===== config.mk =====
export PLATFORM = sky130hd
export DESIGN_NAME = cochlea_phase_event_ctrl
export DESIGN_NICKNAME = d
export VERILOG_FILES = /design/src/rtl/cochlea_phase_event_ctrl.sv
export SDC_FILE = /design/constraint.sdc
export NUM_CORES = 1
export LEC_CHECK = 0
export CAP_MARGIN = 10
export CELL_PAD_IN_SITES_DETAIL_PLACEMENT = 1
export CELL_PAD_IN_SITES_GLOBAL_PLACEMENT = 2
export CORE_MARGIN = 4
export CORE_UTILIZATION = 30
export CTS_CLUSTER_SIZE = 16
export DETAILED_ROUTE_END_ITERATION = 12
export GPL_TIMING_DRIVEN = 1
export PLACE_DENSITY_LB_ADDON = 0.1
export RECOVER_POWER = 25
export SYNTH_ARGS = -nofsm -noshare
export SYNTH_HDL_FRONTEND = slang
export SYNTH_SLANG_ARGS = --single-unit

===== constraint.sdc =====
create_clock -name wb_clk_i -period 4.5 [get_ports wb_clk_i]
set_input_delay 0.9 -clock wb_clk_i [delete_from_list [all_inputs] [get_ports wb_clk_i]]
set_output_delay 0.9 -clock wb_clk_i [all_outputs]
set_load 0.01 [all_outputs]

===== src/rtl/cochlea_phase_event_ctrl.sv =====
// cochlea_phase_event_ctrl: non-overlapping two-phase switch-clock generator with comparator change-event FIFO
module cochlea_phase_event_ctrl #(
    parameter int N_CH       = 4,
    parameter int CNT_W      = 8,
    parameter int TS_W       = 16,
    parameter int FIFO_DEPTH = 8,
    localparam int CH_W      = $clog2(N_CH),
    localparam int AW        = $clog2(FIFO_DEPTH),
    localparam int EV_W      = TS_W + CH_W + 1
) (
    input  logic             wb_clk_i,
    input  logic             wb_rst_ni,
    input  logic             enable_i,
    input  logic [CNT_W-1:0] phi_len_i,
    input  logic [CNT_W-1:0] gap_len_i,
    input  logic [N_CH-1:0]  comp_i,
    output logic             phi1_o,
    output logic             phi2_o,
    output logic             phi1b_o,
    output logic             phi2b_o,
    output logic             ev_valid_o,
    output logic [EV_W-1:0]  ev_data_o,
    input  logic             ev_ready_i,
    output logic             ovf_o,
    input  logic             clr_ovf_i,
    output logic [AW:0]      fifo_cnt_o
);
    typedef enum logic [2:0] {IDLE, PHI1, GAP1, PHI2, GAP2} state_t;
    state_t state;
    logic [CNT_W-1:0] cnt;
    logic [CNT_W-1:0] phi_ld;
    logic [CNT_W-1:0] gap_ld;
    logic [N_CH-1:0] sync1;
    logic [N_CH-1:0] sync2;
    logic [N_CH-1:0] prev;
    logic [N_CH-1:0] pending;
    logic [N_CH-1:0] diff;
    logic [N_CH-1:0] pend_left;
    logic [N_CH-1:0] push_mask;
    logic [TS_W-1:0] ts;
    logic [TS_W-1:0] ev_ts [N_CH];
    logic base;
    logic sample_now;
    logic found;
    logic refire;
    logic push;
    logic pop;
    logic drop;
    logic full;
    logic empty;
    logic [CH_W-1:0] sel;
    logic [EV_W-1:0] push_data;
    logic [EV_W-1:0] mem [FIFO_DEPTH];
    logic [AW-1:0] wr_ptr;
    logic [AW-1:0] rd_ptr;
    logic [AW:0] count;

    // The counter holds remaining cycles minus one, so a zero length still lasts one cycle
    assign phi_ld = (phi_len_i == '0) ? '0 : phi_len_i - 1'b1;
    assign gap_ld = (gap_len_i == '0) ? '0 : gap_len_i - 1'b1;

    always_ff @(posedge wb_clk_i or negedge wb_rst_ni) begin
        if (!wb_rst_ni) begin
            state   <= IDLE;
            cnt     <= '0;
            phi1_o  <= 1'b0;
            phi1b_o <= 1'b1;
            phi2_o  <= 1'b0;
            phi2b_o <= 1'b1;
        end else if (state == IDLE) begin
            if (enable_i) begin
                state   <= PHI1;
                cnt     <= phi_ld;
                phi1_o  <= 1'b1;
                phi1b_o <= 1'b0;
            end
        end else if (cnt != '0) begin
            cnt <= cnt - 1'b1;
        end else begin
            case (state)
                PHI1: begin
                    state   <= GAP1;
                    cnt     <= gap_ld;
                    phi1_o  <= 1'b0;
                    phi1b_o <= 1'b1;
                end
                GAP1: begin
                    state   <= PHI2;
                    cnt     <= phi_ld;
                    phi2_o  <= 1'b1;
                    phi2b_o <= 1'b0;
                end
                PHI2: begin
                    state   <= GAP2;
                    cnt     <= gap_ld;
                    phi2_o  <= 1'b0;
                    phi2b_o <= 1'b1;
                end
                default: begin
                    state   <= enable_i ? PHI1 : IDLE;
                    cnt     <= phi_ld;
                    phi1_o  <= enable_i;
                    phi1b_o <= !enable_i;
                end
            endcase
        end
    end

    assign sample_now = (state == PHI2) && (cnt == '0);
    assign diff       = (sample_now && !base) ? (sync2 ^ prev) : '0;

    always_comb begin
        sel = '0;
        for (int i = N_CH - 1; i >= 0; i--)
            if (pending[i]) sel = CH_W'(i);
    end

    assign found     = |pending;
    assign push_mask = found ? (N_CH'(1) << sel) : '0;
    assign pend_left = pending & ~push_mask;
    assign refire    = |(pend_left & diff);
    assign full      = count == (AW+1)'(FIFO_DEPTH);
    assign empty     = count == '0;
    assign pop       = !empty && ev_ready_i;
    assign push      = found && (!full || pop);
    assign drop      = found && full && !pop;
    // prev already holds the newest sample, so it is the polarity of the pending change
    assign push_data = {ev_ts[sel], sel, prev[sel]};

    always_ff @(posedge wb_clk_i or negedge wb_rst_ni) begin
        if (!wb_rst_ni) begin
            sync1   <= '0;
            sync2   <= '0;
            prev    <= '0;
            pending <= '0;
            ts      <= '0;
            base    <= 1'b1;
            ovf_o   <= 1'b0;
            for (int k = 0; k < N_CH; k++)
                ev_ts[k] <= '0;
        end else begin
            sync1   <= comp_i;
            sync2   <= sync1;
            pending <= pend_left | diff;
            ovf_o   <= refire | drop | (ovf_o & ~clr_ovf_i);
            if (state == IDLE)
                base <= 1'b1;
            else if (sample_now)
                base <= 1'b0;
            if (sample_now) begin
                prev <= sync2;
                ts   <= ts + 1'b1;
            end
            for (int k = 0; k < N_CH; k++)
                if (diff[k]) ev_ts[k] <= ts;
        end
    end

    always_ff @(posedge wb_clk_i or negedge wb_rst_ni) begin
        if (!wb_rst_ni) begin
            wr_ptr <= '0;
            rd_ptr <= '0;
            count  <= '0;
        end else begin
            if (push)
                wr_ptr <= wr_ptr + 1'b1;
            if (pop)
                rd_ptr <= rd_ptr + 1'b1;
            count <= count + (AW+1)'(push) - (AW+1)'(pop);
        end
    end

    always_ff @(posedge wb_clk_i)
        if (push) mem[wr_ptr] <= push_data;

    assign ev_valid_o = !empty;
    assign ev_data_o  = empty ? '0 : mem[rd_ptr];
    assign fifo_cnt_o = count;
endmodule


==> impl_metrics.tcl <==
set metrics [dict create \
    status "complete, but fails checks" \
    violations "max-capacitance violations, max-slew violations" \
    rows 72 \
    ys.flop_type "edfxtp_1" \
    areaGrowthSynthToFinish_pct 18.75 \
    p_sw_mw 2.188 \
    layout_min_cycle_time_ns 3.600 \
    portBuffers 53 \
    synthMuxAreaShare_pct 19.31 \
    finish.utilization_pct 36.41 \
    die_width_um 207.9 \
    rsz0062_at_grt "false" \
    power_frac_clock_pct 34.0 \
    clk_latency_ns 0.57 \
    antenna_found_initial 0 \
    finClkSkew_ns 0.01362 \
    ys_seq_elements 275 \
    p_leak_nw 5.481 \
    grt_max_degree 69 \
    ant_nets 0 \
    final_nets 868 \
    yosys_warnings 0 \
    synth-edff-count 152 \
    avgSynthCellArea_um2 15.86 \
    dr_wl_met3_um 868 \
    drc_errors 0 \
    drv_slew 114 \
    postSynth.asyncResetShare_pct 44.73 \
    relSlewSlack_pct -21.01 \
    wl_met2_um 14320 \
    tns_ns 0 \
    synth_top_family_by_area "multiplexers" \
    cellPowerDensity_mw_per_mm2 541.9 \
    routedWlPerCell_um 20.46 \
    drive_gt1_share_pct 24.53 \
    die-area_mm2 0.04322 \
    dr_total_vias 6604 \
    cts.path.max_buffers 3 \
    cts_setup_buffers 0 \
    cp-end-kind "output port" \
    placed_area_mm2 0.01318 \
    setup_violations 0 \
    cp.arrival_ns 2.70 \
    hold_violations 0 \
    gr-total-overflow 0 \
    seq_power_share_pct 37.7 \
    syn-cell-area_mm2 0.01199 \
    synth.yosys.seq_area_share_pct 63.79 \
    synth_compound_area_share_pct 3.372 \
    finalNonFillerCells 1371 \
    clock-root-buffer "clkbuf_16" \
    dp_hpwl_um 18250 \
    num_io_pins 54 \
    die_h_um 207.9 \
    postCtsHoldBufs 0 \
    p_comb_share_pct 28.3 \
    place.gp.congestion 0.7481 \
    synth_cell_types 57 \
    cts_buffers 31 \
    path_clk_slew_ns 0.06 \
    synthXorXnorAreaFrac_pct 2.192 \
    cts_sinks 275 \
    cp_max_fo 22 \
    start_util_pct 30.66 \
    crit_path_start_kind "flop" \
    synthAdderAreaFrac_pct 1.733 \
    synth_cells 756 \
    wl_met1_um 12400 \
    highest_layer "met4" \
    required_ns 3.60 \
    period_share_pct 80.00 \
    tightest_slew_ns 1.815 \
    max_cap_violations 3 \
    switching_share_pct 28.37 \
    tritoncts "yes" \
    p_int_mw 5.525 \
    cts_htree_levels 1 \
    drt_iter0_markers 233 \
    grt_usage_pct 13.06 \
    num-fill-cells 3996 \
    drt-total-wl_um 28060 \
    fmax_ghz 0.2778 \
    vias_per_cell 4.817 \
    timing_worst_setup_path_type "reg -> out" \
    vdd_ir_drop_max_v 0.0003046 \
    dp.cells 1312 \
    grt_pass1_vias 7580 \
    grt_pass1_wl_um 44950 \
    post_cts_resized 0 \
    hold_path_class "reg -> reg" \
    finalHoldWorstSlack_ns 0.3495 \
    first_pass_iters 4 \
    syn_nets 797 \
    final_area_mm2 0.01423 \
    core_area_mm2 0.03910 \
    yosys.area_share.simple_pct 7.286 \
]
worst max-delay path, stage by stage, from the launching register on:
cell and delay [ns]:
dfrtp_2 0.35, buf_4 0.40, mux4_2 0.57, mux2i_1 0.22, nor2_1 0.08, clkdlybuf4s50_1 0.49
synth_stat cells (3+ instances only):
cell      count  share of area [%]
a21oi_1      11               0.46
ha_1         15                1.6
mux2_2       48                4.5
nor3b_1       9               0.56
buf_1         6               0.19
o21ai_0      13               0.54
o311ai_0      3               0.22
xor2_1        5               0.37
edfxtp_1    152                 38
mux2_4       19                2.4
buf_2         5               0.21
or3_1         9               0.47
xnor2_1      25                1.8
nand2_1      43                1.3
nand2b_1      4               0.21
dfstp_2       3               0.66
nor4_1        4               0.21
nor2b_1       4               0.21
mux4_2       55                 10
nor2_1       47                1.5
o22ai_1       8               0.42
o211ai_1      3               0.19
clkbuf_1     19               0.60
o21a_1        5               0.31
dfrtp_1     120                 25
nor3_1       10               0.42
buf_6         3               0.28
mux2i_1      25                2.1
nand3_1      14               0.58
or4_1         4               0.25
a211oi_1      4               0.25
nand4_1       4               0.21
inv_1        22               0.69
state kept, by name (all words and copies together), names as in the netlist, 3 cells and up:
register and cells:
sync2 4, prev 4, rd_ptr 3, pending 4, ts 16, cnt 8, wr_ptr 3, ev_ts 64
fifo_cnt_o 4, sync1 4, mem 152, state 3
power by group through the flow:
stage / Sequential [mW] / Clock [mW] / Combinational, mW
after floorplan: 2.88 / 0 / 1.41
after global placement: 2.96 / 0 / 2.23
after detailed placement: 2.96 / 0 / 2.25
after CTS: 2.91 / 2.71 / 2.26
after global routing: 2.93 / 2.83 / 2.41
final: 2.91 / 2.62 / 2.18
cells by family (layout without fill, tap and decap cells):
family,count (synthesis),count (layout)
AO/OA/AOI/OAI,62,62
other,0,1
multiplexers,147,147
flip-flops,275,275
XOR/XNOR,30,30
adder cells (fa/ha/maj),16,16
buffers and inverters,59,155
AND/OR/NAND/NOR,167,167
per-stage QoR:
| step | setup slack (ns) | power [mW] |
|---|---|---|
| after floorplan | 1.064 | 4.294 |
| after global placement | 1.255 | 5.186 |
| after detailed placement | 1.186 | 5.214 |
| after CTS | 0.8056 | 7.889 |
| after global routing | 0.7364 | 8.160 |
| final | 0.9000 | 7.713 |
path summary, 6_finish.rpt:
path / start / end / slack [ns] / cells past startpoint
max reg2reg: pending[3] / mem[4][5] / 1.43 / 4
min in group asynchronous: wb_rst_ni / cnt[3] / 0.81 / 1
min reg2reg: sync1[0] / sync2[0] / 0.35 / 0
max: rd_ptr[0] / ev_data_o[15] / 0.90 / 5
min: sync1[0] / sync2[0] / 0.35 / 0
max in group asynchronous: wb_rst_ni / ts[1] / 1.76 / 2
layout by cell type (no fill, tap or decap), types with 5 or more instances in the layout:
master	n
edfxtp_1	152
dfrtp_1	119
mux4_2	55
mux2_2	48
nor2_1	47
clkdlybuf4s50_1	47
nand2_1	43
clkbuf_16	31
mux2i_1	25
xnor2_1	25
inv_1	22
mux2_4	19
buf_4	17
ha_1	15
nand3_1	14
o21ai_0	13
a21oi_1	11
clkbuf_1	10
or3_1	9
nor3_1	8
o22ai_1	8
nor3b_1	5
xor2_1	5
o21a_1	5
clkinv_2	5
bufinv_16	5
clkinvlp_4	5
dlygate4sd3_1	5
layout make-up:
cell class | count | area [um2] | share of cell area (%)
Sequential cell | 275 | 7647 | 53.73
Multi-Input combinational cell | 422 | 4111 | 28.89
Clock buffer | 38 | 822.0 | 5.775
Timing Repair Buffer | 75 | 671.9 | 4.720
Tap cell | 518 | 648.1 | 4.553
Clock inverter | 20 | 247.7 | 1.741
Inverter | 22 | 82.58 | 0.5802
Antenna cell | 1 | 2.502 | 0.01758
routing by layer:
metal / vias to the layer above / track usage [%]
met2: 83 / 23.23
met5: - / 0
met3: 33 / 1.965
met1: 3472 / 16.90
met4: 0 / 3.035
li1: 3016 / -
Power figures use the tool's default switching activity.
